==> config.mk <==
export PLATFORM = sky130hd
export DESIGN_NAME = quad_encoder_gen_flat
export DESIGN_NICKNAME = d
export VERILOG_FILES = /design/src/rtl/quad_encoder_if.sv /design/src/rtl/quad_encoder_gen.sv /design/src/flat_wrapper.sv
export SDC_FILE = /design/constraint.sdc
export NUM_CORES = 1
export LEC_CHECK = 0
export BUFFER_PORTS_ARGS = -buffer_cell sky130_fd_sc_hd__buf_2
export CELL_PAD_IN_SITES_DETAIL_PLACEMENT = 0
export CELL_PAD_IN_SITES_GLOBAL_PLACEMENT = 1
export CORE_MARGIN = 2
export CORE_UTILIZATION = 40
export DETAILED_ROUTE_END_ITERATION = 6
export PLACE_DENSITY_LB_ADDON = 0.1
export SLEW_MARGIN = 20
export SYNTH_ARGS = -nofsm -noshare
export SYNTH_HDL_FRONTEND = slang
export SYNTH_SLANG_ARGS = --single-unit
==> constraint.sdc <==
create_clock -name clk -period 2.3 [get_ports clk]
set_clock_uncertainty 0.1 [all_clocks]
set_input_delay 0 -clock clk [delete_from_list [all_inputs] [get_ports clk]]
set_output_delay 0 -clock clk [all_outputs]
set_load 0.02 [all_outputs]
==> src/rtl/quad_encoder_if.sv <==
// Command and output bundle for the quadrature encoder pattern generator.
// The master side issues step commands; the slave side produces the A/B waveform.
interface quad_encoder_if #(
    parameter int COUNT_WIDTH  = 8,
    parameter int PERIOD_WIDTH = 16
);
    logic                    cmd_valid;
    logic                    cmd_ready;
    logic                    cmd_dir;
    logic [COUNT_WIDTH-1:0]  cmd_steps;
    logic [PERIOD_WIDTH-1:0] cmd_period;
    logic                    abort;
    logic                    enc_a;
    logic                    enc_b;
    logic [7:0]              position;
    logic                    busy;
    logic                    done;

    modport master (
        output cmd_valid, cmd_dir, cmd_steps, cmd_period, abort,
        input  cmd_ready, enc_a, enc_b, position, busy, done
    );

    modport slave (
        input  cmd_valid, cmd_dir, cmd_steps, cmd_period, abort,
        output cmd_ready, enc_a, enc_b, position, busy, done
    );
endinterface

==> src/rtl/quad_encoder_gen.sv <==
// Quadrature encoder generator: emits a programmed number of A/B edges at a fixed
// clock spacing in either direction and tracks the signed net edge count.
module quad_encoder_gen #(
    parameter int COUNT_WIDTH  = 8,
    parameter int PERIOD_WIDTH = 16
) (
    input  logic          clk,
    input  logic          reset_n,
    quad_encoder_if.slave bus
);
    typedef enum logic [1:0] {
        IDLE = 2'd0,
        RUN  = 2'd1,
        DONE = 2'd2
    } state_t;

    state_t                  state_r;
    logic [1:0]              phase_r;
    logic [1:0]              phase_step_s;
    logic [7:0]              position_r;
    logic [7:0]              position_step_s;
    logic [PERIOD_WIDTH-1:0] interval_r;
    logic [PERIOD_WIDTH-1:0] reload_r;
    logic [PERIOD_WIDTH-1:0] load_s;
    logic [COUNT_WIDTH-1:0]  remaining_r;
    logic                    dir_r;
    logic                    enc_a_r;
    logic                    enc_b_r;
    logic                    ready_r;
    logic                    busy_r;
    logic                    done_r;

    // Gray-style phase to {A,B} mapping: 00, 10, 11, 01.
    function automatic logic [1:0] phase_to_ab(input logic [1:0] p);
        logic [1:0] ab;
        case (p)
            2'd0:    ab = 2'b00;
            2'd1:    ab = 2'b10;
            2'd2:    ab = 2'b11;
            2'd3:    ab = 2'b01;
            default: ab = 2'b00;
        endcase
        return ab;
    endfunction

    // Next phase/position for one edge in the latched direction.
    always_comb begin
        phase_step_s    = phase_r;
        position_step_s = position_r;
        if (dir_r) begin
            phase_step_s    = phase_r + 2'd1;
            position_step_s = position_r + 8'd1;
        end else begin
            phase_step_s    = phase_r - 2'd1;
            position_step_s = position_r - 8'd1;
        end
    end

    // Interval reload value; a zero period behaves as one clock per edge.
    always_comb begin
        load_s = {PERIOD_WIDTH{1'b0}};
        if (bus.cmd_period == {PERIOD_WIDTH{1'b0}}) begin
            load_s = {PERIOD_WIDTH{1'b0}};
        end else begin
            load_s = bus.cmd_period - PERIOD_WIDTH'(1);
        end
    end

    // Command FSM, edge scheduler and registered outputs.
    always_ff @(posedge clk or negedge reset_n) begin
        if (!reset_n) begin
            state_r     <= IDLE;
            phase_r     <= 2'd0;
            position_r  <= 8'd0;
            interval_r  <= {PERIOD_WIDTH{1'b0}};
            reload_r    <= {PERIOD_WIDTH{1'b0}};
            remaining_r <= {COUNT_WIDTH{1'b0}};
            dir_r       <= 1'b0;
            enc_a_r     <= 1'b0;
            enc_b_r     <= 1'b0;
            ready_r     <= 1'b1;
            busy_r      <= 1'b0;
            done_r      <= 1'b0;
        end else begin
            case (state_r)
                IDLE: begin
                    if (bus.cmd_valid && ready_r) begin
                        dir_r       <= bus.cmd_dir;
                        reload_r    <= load_s;
                        interval_r  <= load_s;
                        remaining_r <= bus.cmd_steps;
                        ready_r     <= 1'b0;
                        busy_r      <= 1'b1;
                        if (bus.cmd_steps == {COUNT_WIDTH{1'b0}}) begin
                            state_r <= DONE;
                            done_r  <= 1'b1;
                        end else begin
                            state_r <= RUN;
                        end
                    end
                end
                RUN: begin
                    // Abort wins even on an edge where a transition was due.
                    if (bus.abort) begin
                        state_r <= IDLE;
                        ready_r <= 1'b1;
                        busy_r  <= 1'b0;
                    end else if (interval_r == {PERIOD_WIDTH{1'b0}}) begin
                        phase_r              <= phase_step_s;
                        {enc_a_r, enc_b_r}   <= phase_to_ab(phase_step_s);
                        position_r           <= position_step_s;
                        interval_r           <= reload_r;
                        remaining_r          <= remaining_r - COUNT_WIDTH'(1);
                        if (remaining_r == COUNT_WIDTH'(1)) begin
                            state_r <= DONE;
                            done_r  <= 1'b1;
                        end
                    end else begin
                        interval_r <= interval_r - PERIOD_WIDTH'(1);
                    end
                end
                DONE: begin
                    state_r <= IDLE;
                    done_r  <= 1'b0;
                    ready_r <= 1'b1;
                    busy_r  <= 1'b0;
                end
                default: begin
                    state_r <= IDLE;
                    done_r  <= 1'b0;
                    ready_r <= 1'b1;
                    busy_r  <= 1'b0;
                end
            endcase
        end
    end

    assign bus.cmd_ready = ready_r;
    assign bus.enc_a     = enc_a_r;
    assign bus.enc_b     = enc_b_r;
    assign bus.position  = position_r;
    assign bus.busy      = busy_r;
    assign bus.done      = done_r;
endmodule

==> src/flat_wrapper.sv <==
// flat-port wrapper written by rule: the top's interface ports become plain ports
module quad_encoder_gen_flat 
#(
    parameter int COUNT_WIDTH  = 8,
    parameter int PERIOD_WIDTH = 16
)
  (clk, reset_n, bus_cmd_valid, bus_cmd_dir, bus_cmd_steps, bus_cmd_period, bus_abort, bus_cmd_ready, bus_enc_a, bus_enc_b, bus_position, bus_busy, bus_done);
  quad_encoder_if #(.COUNT_WIDTH(COUNT_WIDTH), .PERIOD_WIDTH(PERIOD_WIDTH)) bus_i ();
  input  logic clk;
  input  logic reset_n;
  input wire logic [$bits(bus_i.cmd_valid)-1:0] bus_cmd_valid;
  input wire logic [$bits(bus_i.cmd_dir)-1:0] bus_cmd_dir;
  input wire logic [$bits(bus_i.cmd_steps)-1:0] bus_cmd_steps;
  input wire logic [$bits(bus_i.cmd_period)-1:0] bus_cmd_period;
  input wire logic [$bits(bus_i.abort)-1:0] bus_abort;
  output wire logic [$bits(bus_i.cmd_ready)-1:0] bus_cmd_ready;
  output wire logic [$bits(bus_i.enc_a)-1:0] bus_enc_a;
  output wire logic [$bits(bus_i.enc_b)-1:0] bus_enc_b;
  output wire logic [$bits(bus_i.position)-1:0] bus_position;
  output wire logic [$bits(bus_i.busy)-1:0] bus_busy;
  output wire logic [$bits(bus_i.done)-1:0] bus_done;
  assign bus_i.cmd_valid = bus_cmd_valid;
  assign bus_i.cmd_dir = bus_cmd_dir;
  assign bus_i.cmd_steps = bus_cmd_steps;
  assign bus_i.cmd_period = bus_cmd_period;
  assign bus_i.abort = bus_abort;
  assign bus_cmd_ready = bus_i.cmd_ready;
  assign bus_enc_a = bus_i.enc_a;
  assign bus_enc_b = bus_i.enc_b;
  assign bus_position = bus_i.position;
  assign bus_busy = bus_i.busy;
  assign bus_done = bus_i.done;
  quad_encoder_gen #(.COUNT_WIDTH(COUNT_WIDTH), .PERIOD_WIDTH(PERIOD_WIDTH)) u_core (.clk(clk), .reset_n(reset_n), .bus(bus_i));
endmodule
**Word-level counts from Yosys, hierarchy flattened**

Index checks and enable logic that the tools add are counted.
Widths: inputs -> output; s select.

- Flip-flop bits (word level): 58
- Output and inout port bits: 13
- Word-level logic and storage cells: 77

- Add/sub/neg operators: 7
- Eq/ne operators: 13
- Muxes and demuxes: 30
- Bitwise gates (word level): 1
- Reductions and logical operators: 14

Operators with widths:

| operator | number |
|---|---|
| $mux 16 | 4 |
| $logic_not 16->1 | 2 |
| $mux 8 | 4 |
| $pmux 16 s2 | 1 |
| $sub 16x1->16 const B | 2 |
| $pmux 8 s2 | 1 |
| $sub 8x1->8 const B | 2 |
| $mux 2 | 6 |
| $mux 1 | 9 |
| $reduce_and 3->1 | 3 |
| $add 8x1->8 const B | 1 |
| $eq 8x1->1 const B | 1 |
| $logic_not 8->1 | 1 |
| $ne 2x1->1 const B | 4 |
| $pmux 2 s4 | 1 |
| $ne 3x2->1 const B | 2 |
| $pmux 1 s2 | 3 |
| $reduce_and 5->1 | 1 |
| $eq 2x1->1 const B | 2 |
| $eq 2x2->1 const B | 2 |
| $logic_not 2->1 | 2 |
| $ne 2x2->1 const B | 2 |
| $pmux 2 s2 | 1 |
| $reduce_and 2->1 | 2 |
| 6 further kinds | 6 |

**Longest topological paths before layout**

Gate-level depths: netlist of the first run.

- Depth after elaboration: 5
- Mapped depth: 9
- Mapped depth without buffers: 7

**Least setup slack after synthesis of the first run**

No wires, ideal clock.

- Path type: register to register
- From: register u_core.interval_r[7]
- To: register u_core.interval_r[8]
- Library setup time: 126 ps
- Data arrival time: 2,104 ps
- Required time: 2,074 ps
- Slack: -30 ps
- Stages on the path, launching flop included: 6
- Path buffers: 0
- Period minus slack after synthesis: 2,330 ps
- Cell sequence: dfrtp_1 -> or4_4 -> nor4_4 -> nand2_2 -> mux2_4 -> a221o_1

- Word-level cells in the longest chain between the ends: 4
- Elaborated cells on any way between the ends: 5
- Classes of those cells: add/sub (1); mux (3); reduce/logical (1)

RTL lines:

| what | line | text |
|---|---|---|
| start: declaration | quad_encoder_gen.sv:22 | `logic [PERIOD_WIDTH-1:0] interval_r;` |
| start signal: assignment | quad_encoder_gen.sv:75 | `interval_r <= {PERIOD_WIDTH{1'b0}};` |
| start signal: assignment | quad_encoder_gen.sv:90 | `interval_r <= load_s;` |
| start signal: assignment | quad_encoder_gen.sv:112 | `interval_r <= reload_r;` |
| $sub 16x1->16 or $logic_not 16->1 (tied branches) | quad_encoder_gen.sv:119, quad_encoder_gen.sv:108 |  |
| $mux 16 * | quad_encoder_gen.sv:108 | `end else if (interval_r == {PERIOD_WIDTH{1'b0}}) begin` |
| $mux 16 * | quad_encoder_gen.sv:104 | `if (bus.abort) begin` |
| $pmux 16 s2 * | quad_encoder_gen.sv:85 | `case (state_r)` |

Every way passes the cells marked *; elsewhere a longest branch is shown, timed or not. The select of a mux whose other input is x is not followed.
A chain may end at the register's enable or synchronous reset.

**Worst setup path in the final report of the first run**

- From: register u_core.interval_r[0]
- To: register u_core.interval_r[15]

The elaborated chain is that of the path after synthesis.

==> results.sh, run 1 <==
export IMPL_final_area_mm2=0.00481
export IMPL_setup_viol=0
export IMPL_hold_violations=0
export IMPL_crit_arrival_ns=2.36
export IMPL_syn_area_mm2=0.00372
export IMPL_drc_errors=0
export IMPL_whs_path_depth=5
export IMPL_synth_most_common_cell="dfrtp_1"
export IMPL_syn_inst=427
export IMPL_diodes=0
export IMPL_drive_above_1_share=0.226
export IMPL_rows=35
export IMPL_routedWlPerCell_um=16.3
export IMPL_rr_worst_depth=5
export IMPL_crit_chain="or4_4, or4_4, o31a_1, o21ai_1, o211ai_1"
export IMPL_syn2layout_area_growth_pct=29.4
export IMPL_antenna_found_initial=0
export IMPL_num_io_pins=42
export IMPL_vias=3605
export IMPL_hp_class="input port to flop"
export IMPL_reg2reg_to="u_core.interval_r[15]"
export IMPL_slowest_stage="or4_4"
export IMPL_clkSinkCount=58
export IMPL_instances_no_fill=643
export IMPL_p_total_uw=2080
export IMPL_synth_warnings=0
export IMPL_critPathLaunchType="flop"
export IMPL_drv_slew=0
export IMPL_grt_pass1_vias=3476
export IMPL_hpwl_um=7530
export IMPL_synth_async_sr_flop_share=1.00
export IMPL_avgSynthCellArea_um2=8.70
export IMPL_grt_setup_unrepaired="true"
export IMPL_drt_pass1_iterations=4
export IMPL_ir_drop_v=0.000218
export IMPL_htree_levels=3
export IMPL_min_to="u_core.reload_r[3]"
export IMPL_synthTopCellsByArea="dfrtp_1 38%, nand2_1 5.4%, xnor2_1 3.8%, ha_1 3.7%, nor2_1 3.3%"
export IMPL_synth_commonest_cells="57 x dfrtp_1, 53 x nand2_1, 33 x nor2_1, 24 x o21ai_0, 21 x nor3_1"
export IMPL_max_stage_delay_ns=0.58
export IMPL_grt_max_degree=35
export IMPL_n_fill_cell=891
export IMPL_grt_pass1_wl_um=17100
export IMPL_period_share=0.983
export IMPL_chipHeight_um=100
export IMPL_leakagePower_uw=0.00223
export IMPL_portBuffers=41
export IMPL_synthFlopType="dfrtp_1"
export IMPL_synth_top_area_frac=0.384
export IMPL_max_freq_mhz=442
export IMPL_routed_wl_um=10500
export IMPL_antenna_left=0
export IMPL_worstSkewPairLatency_ns=0.34
export IMPL_powerDensity_mw_per_mm2=434
export IMPL_maxCapViolations=0
export IMPL_worstMarginPinSlew_ns=1.11
export IMPL_finalNetCount=568
export IMPL_cp_startpoint="u_core.interval_r[0]"
export IMPL_cp_required_ns=2.40
export IMPL_syn_nets=468
export IMPL_clk_pin_slew_ns=0.07
export IMPL_min_period_ns=2.26
export IMPL_viasPerCell=5.61
export IMPL_cts_buffer_depth=2
export IMPL_rr_startpoint="u_core.interval_r[0]"
export IMPL_layout_setup_ws_ns=0.0383
export IMPL_die_w_um=100
export IMPL_cts_tree="built"
export IMPL_globalRouteTotalUtil=0.215
export IMPL_numCtsBuffers=9
export IMPL_critical_path_class="flop to flop"
export IMPL_outcome="complete, no violations"
export IMPL_min_from="bus_cmd_period[1]"
export IMPL_gp_congestion=0.912
export IMPL_ys_seq_elements=58
export IMPL_r2r_slack_ns=0.04
export IMPL_cp_end_kind="flop"
export IMPL_die_area_mm2=0.0101
export IMPL_overflow=0
export IMPL_ys_types=56
export IMPL_post_place_cells=596
export IMPL_yosysTopAreaCell="dfrtp_1"
export IMPL_start_util=0.408
export IMPL_place_ws_ns=-0.0217
export IMPL_slew_headroom=0.256
export IMPL_core_mm2=0.00911
export IMPL_crit_top_cell="or4_4"
export IMPL_placed_area_mm2=0.00428
export IMPL_synth_edf_count=0
export IMPL_synth_seq_area_share=0.391
export IMPL_cp_max_fo=5
export IMPL_cts_root_buffer_cell="clkbuf_8"
export IMPL_drt_iter0_drc=200
cell type report:
type | instances | area, um^2 | area share
clock buffers | 11 | 131 | 0.0273
clock inverters | 5 | 55.1 | 0.0115
inverters | 15 | 60.1 | 0.0125
multi-input cells | 334 | 2170 | 0.452
flip-flops and latches | 58 | 1450 | 0.302
well taps | 111 | 139 | 0.0289
repair buffers | 108 | 788 | 0.164
repair inverters | 1 | 5.00 | 0.00104
flip-flops by register name, summed over array words and instances, names as in the netlist:
signal                count
u_core.interval_r        16
u_core.reload_r          16
u_core.bus.position       8
u_core.remaining_r        8
u_core.phase_r            2
u_core.state_r            2
u_core.bus.busy           1
u_core.bus.cmd_ready      1
u_core.bus.done           1
u_core.bus.enc_a          1
u_core.bus.enc_b          1
u_core.dir_r              1
critical path, delay by kind of cell, from the launching register on:
| family | cells | cell delay, ns |
|---|---|---|
| AND/OR/NAND/NOR | 2 | 1.11 |
| AO/OA/AOI/OAI | 3 | 0.47 |
| flip-flops | 1 | 0.44 |
worst max-delay path by stage:
stage                       endpoint  slack (ns)
5_1_grt         u_core.interval_r[8]       -0.02
4_1_cts        u_core.interval_r[15]        0.01
6_report       u_core.interval_r[15]        0.04
3_5_place_dp   u_core.interval_r[15]       -0.02
2_1_floorplan   u_core.interval_r[8]        0.01
3_3_place_gp   u_core.interval_r[15]       0.008
metrics by stage:
step                       util  setup TNS (ns)  hold WS, ns
after detailed placement  0.470         -0.0217      -0.0411
after floorplan               -               0       -0.396
after CTS                 0.517               0      0.00954
after global routing      0.528         -0.0703       0.0565
after global placement    0.470               0      -0.0308
final                     0.528               0       0.0200
where the power goes:
part | total [uW] | switching (uW) | internal, uW
sequential | 1020 | 0 | 1020
combinational | 138 | 71.6 | 66.2
clock | 927 | 429 | 497
total | 2080 | 501 | 1580
what timing repair did:
action	CTS	global route
resized for setup	1	14
hold endpoints to repair	49	0
hold buffers	24	0
endpoints found under the setup margin	1	11
gates cloned	0	1
buffers inserted	0	6
pin swaps	0	6
placed cells by master (no fill, tap or decap), types with 3 or more instances in the layout:
cell type      netlist  routed
o2111ai_1            3       3
nor2b_1              4       4
o2bb2ai_1            7       7
buf_4                1      40
a21o_1               4       4
xnor2_1             16      16
or4_1                7       5
xor2_1              10      10
o31ai_1              8       8
clkbuf_8             0       9
buf_2                0      41
nor3_1              21      21
clkinvlp_4           0       3
dlygate4sd3_1        0      24
or3_1                7       7
a211o_1              5       5
inv_1               15      14
a31oi_1             12      11
mux2i_1              8       8
o211ai_1             9       9
nor3b_1              6       5
dfrtp_1             57      56
or4_4                1       3
o21ai_0             24      23
nand3_1             19      19
a21oi_1             19      17
nand2_1             53      53
a22oi_1              3       3
nor4_1               7       7
nor2_1              33      32
nand4_1              5       5
ha_1                11      11
layer usage:
| layer | vias up | routed length [um] | global-route usage |
|---|---|---|---|
| met5 | - | 0 | 0 |
| met4 | 0 | 126 | 0.0706 |
| met3 | 11 | 464 | 0.0286 |
| met2 | 97 | 5140 | 0.364 |
| met1 | 1720 | 4790 | 0.285 |
| li1 | 1777 | - | - |
logic make-up after synthesis:
group	count (synthesis)	share of synthesized area
xor+xnor	26	0.0613
mux	10	0.0286
compound gates	111	0.202
simple gates	175	0.238
buf+inv	35	0.0364
flops	58	0.391
fa+ha+maj	12	0.0424
No activity file was read; power rests on OpenSTA's default activity.
==> run 2, diff against run 1 <==
--- a/config.mk
+++ b/config.mk
@@ -8,6 +8,7 @@
 export BUFFER_PORTS_ARGS = -buffer_cell sky130_fd_sc_hd__buf_2
 export CELL_PAD_IN_SITES_DETAIL_PLACEMENT = 0
 export CELL_PAD_IN_SITES_GLOBAL_PLACEMENT = 1
+export CORE_ASPECT_RATIO = 1.75
 export CORE_MARGIN = 2
 export CORE_UTILIZATION = 40
 export DETAILED_ROUTE_END_ITERATION = 6
==> run 2 against run 1 <==
Net effect: the run now ends with hold timing left; worst hold slack got worse by 0.026 ns; sequential share of layout area is 0.84 points lower; critical endpoint unchanged; cell area grew 2.8%; register-to-register slack got worse by 0.02 ns; wire length is 4.4% higher; first-iteration DRC count down 12%; clock power up 45%; largest cell class unchanged; total power rose by 20%; via count about the same; sequential cell count did not move; combinational power hardly changed.
==> results.sh, run 2 (same netlist as run 1, synthesis figures left out) <==
export IMPL_outcome="finished with violations"
export IMPL_violations="hold timing"
export IMPL_worstMarginPinSlew_ns=0.496
export IMPL_r2r_slack_ns=0.02
export IMPL_reg_top3="u_core.interval_r x16, u_core.reload_r x16"
export IMPL_routed_wl_um=11000
export IMPL_routedWlPerCell_um=16.8
export IMPL_layout_setup_ws_ns=0.0227
export IMPL_grt_max_degree=40
export IMPL_cts_buffer_depth=2
export IMPL_maxCapViolations=0
export IMPL_hpwl_um=8200
export IMPL_drt_pass1_iterations=4
export IMPL_drt_iter0_drc=176
export IMPL_diodes=0
export IMPL_cts_tree="built"
export IMPL_die_w_um=76.9
export IMPL_instances_no_fill=653
export IMPL_min_period_ns=2.28
export IMPL_antenna_left=0
export IMPL_grt_pass1_vias=3763
export IMPL_max_stage_delay_ns=0.59
export IMPL_start_util=0.411
export IMPL_cp_max_fo=4
export IMPL_layout_commonest_cell="dfrtp_1"
export IMPL_crit_family="simple AND/OR/NAND/NOR gates"
export IMPL_slowest_stage="or4_4"
export IMPL_cp_buffers_inverters=0
export IMPL_leakagePower_uw=0.00230
export IMPL_cp_end_kind="flop"
export IMPL_finalNetCount=569
export IMPL_viasPerCell=5.52
export IMPL_crit_chain="or4_4, or4_4, o31a_1, o21ai_1, o211ai_1"
export IMPL_core_mm2=0.00904
export IMPL_crit_arrival_ns=2.38
export IMPL_vias=3603
export IMPL_chipHeight_um=132
export IMPL_portBuffers=41
export IMPL_powerDensity_mw_per_mm2=506
export IMPL_gp_congestion=0.849
export IMPL_post_place_cells=611
export IMPL_globalRouteTotalUtil=0.227
export IMPL_syn2layout_area_growth_pct=33.0
export IMPL_worstSkewPairLatency_ns=0.33
export IMPL_drc_errors=0
export IMPL_setup_tns_ns=0
export IMPL_slew_headroom=0.666
export IMPL_n_fill_cell=897
export IMPL_rows=46
export IMPL_holdWs_ns=-0.00632
export IMPL_drv_slew=0
export IMPL_layout_common_cells="57 x dfrtp_1, 53 x nand2_1, 45 x buf_4"
export IMPL_overflow=0
export IMPL_drive_above_1_share=0.227
export IMPL_ir_drop_v=0.000424
export IMPL_max_freq_mhz=439
export IMPL_cts_root_buffer_cell="clkbuf_16"
export IMPL_clkSinkCount=58
export IMPL_clk_pin_slew_ns=0.05
export IMPL_num_io_pins=42
export IMPL_place_ws_ns=-0.0480
export IMPL_hold_violations=1
export IMPL_grt_setup_unrepaired="true"
export IMPL_critical_path_class="flop to flop"
export IMPL_cp_required_ns=2.40
export IMPL_critPathLaunchType="flop"
export IMPL_numCtsBuffers=9
export IMPL_grt_pass1_wl_um=18000
export IMPL_setup_viol=0
export IMPL_antenna_found_initial=0
export IMPL_period_share=0.990
export IMPL_die_area_mm2=0.0101
export IMPL_hp_class="input port to flop"
export IMPL_final_core_util=0.547
export IMPL_crit_top_cell="or4_4"
export IMPL_htree_levels=3
run 2: cell types whose count changed in the layout (fill, tap and decap cells not counted), moves of 2 or more:
| cell | before | now |
|---|---|---|
| buf_4 | 40 | 45 |
| clkbuf_16 | 0 | 9 |
| buf_6 | 2 | 0 |
| clkbuf_8 | 9 | 2 |
| clkinvlp_4 | 3 | 1 |
run 2: worst min-delay path, cell delays in order:
cell and delay [ns]:
buf_2 0.12, inv_1 0.05, ha_1 0.14, o31ai_1 0.07
run 2: final timing paths:
| kind | start | depth (start not counted) | endpoint |
|---|---|---|---|
| hold / removal | bus_cmd_period[1] | 4 | u_core.reload_r[1] |
| min in group asynchronous | reset_n | 2 | u_core.bus.enc_a |
| max in group asynchronous | reset_n | 3 | u_core.bus.cmd_ready |
| setup / recovery | u_core.interval_r[7] | 5 | u_core.interval_r[15] |
| setup reg to reg | u_core.interval_r[7] | 5 | u_core.interval_r[15] |
| hold reg to reg | u_core.bus.position[7] | 1 | u_core.bus.position[7] |
run 2: layout make-up:
| cell class | instances | area, um^2 | area share |
|---|---|---|---|
| clock buffer | 14 | 264 | 0.0534 |
| clock inverter | 2 | 35.0 | 0.00709 |
| inverter | 15 | 60.1 | 0.0122 |
| multi-input combinational | 334 | 2190 | 0.442 |
| sequential | 58 | 1450 | 0.294 |
| tap | 120 | 150 | 0.0304 |
| timing repair buffer | 110 | 793 | 0.161 |
run 2: what timing repair did:
| item | 4_1_cts | 5_1_grt |
|---|---|---|
| buffers inserted | 1 | 2 |
| pin swaps | 2 | 3 |
| endpoints found under the hold margin | 83 | 0 |
| setup endpoints to repair | 2 | 11 |
| resized for setup | 2 | 11 |
| hold buffers | 23 | 0 |
run 2: where the power goes:
| part | total (uW) | internal, uW | switching (uW) |
|---|---|---|---|
| combinational | 136 | 64.6 | 71.6 |
| sequential | 1020 | 1020 | 0 |
| clock | 1340 | 895 | 448 |
run 2: per-layer routing:
layer  vias up  part of all wire  track usage
met2        69              0.58        0.454
li1       1781                 -            -
met3        15             0.025       0.0378
met1      1738              0.37        0.220
met4         0             0.024       0.0919
met5         -                 0            0
run 2: stage by stage:
stage | power, uW | hold slack, ns | cell area (um^2)
floorplan | 1070 | -0.396 | 3720
global placement | 1150 | -0.115 | 4330
detailed placement | 1150 | -0.111 | 4330
CTS | 2530 | 0.00112 | 4870
global route | 2590 | 0.0429 | 4940
finish | 2500 | -0.00632 | 4940
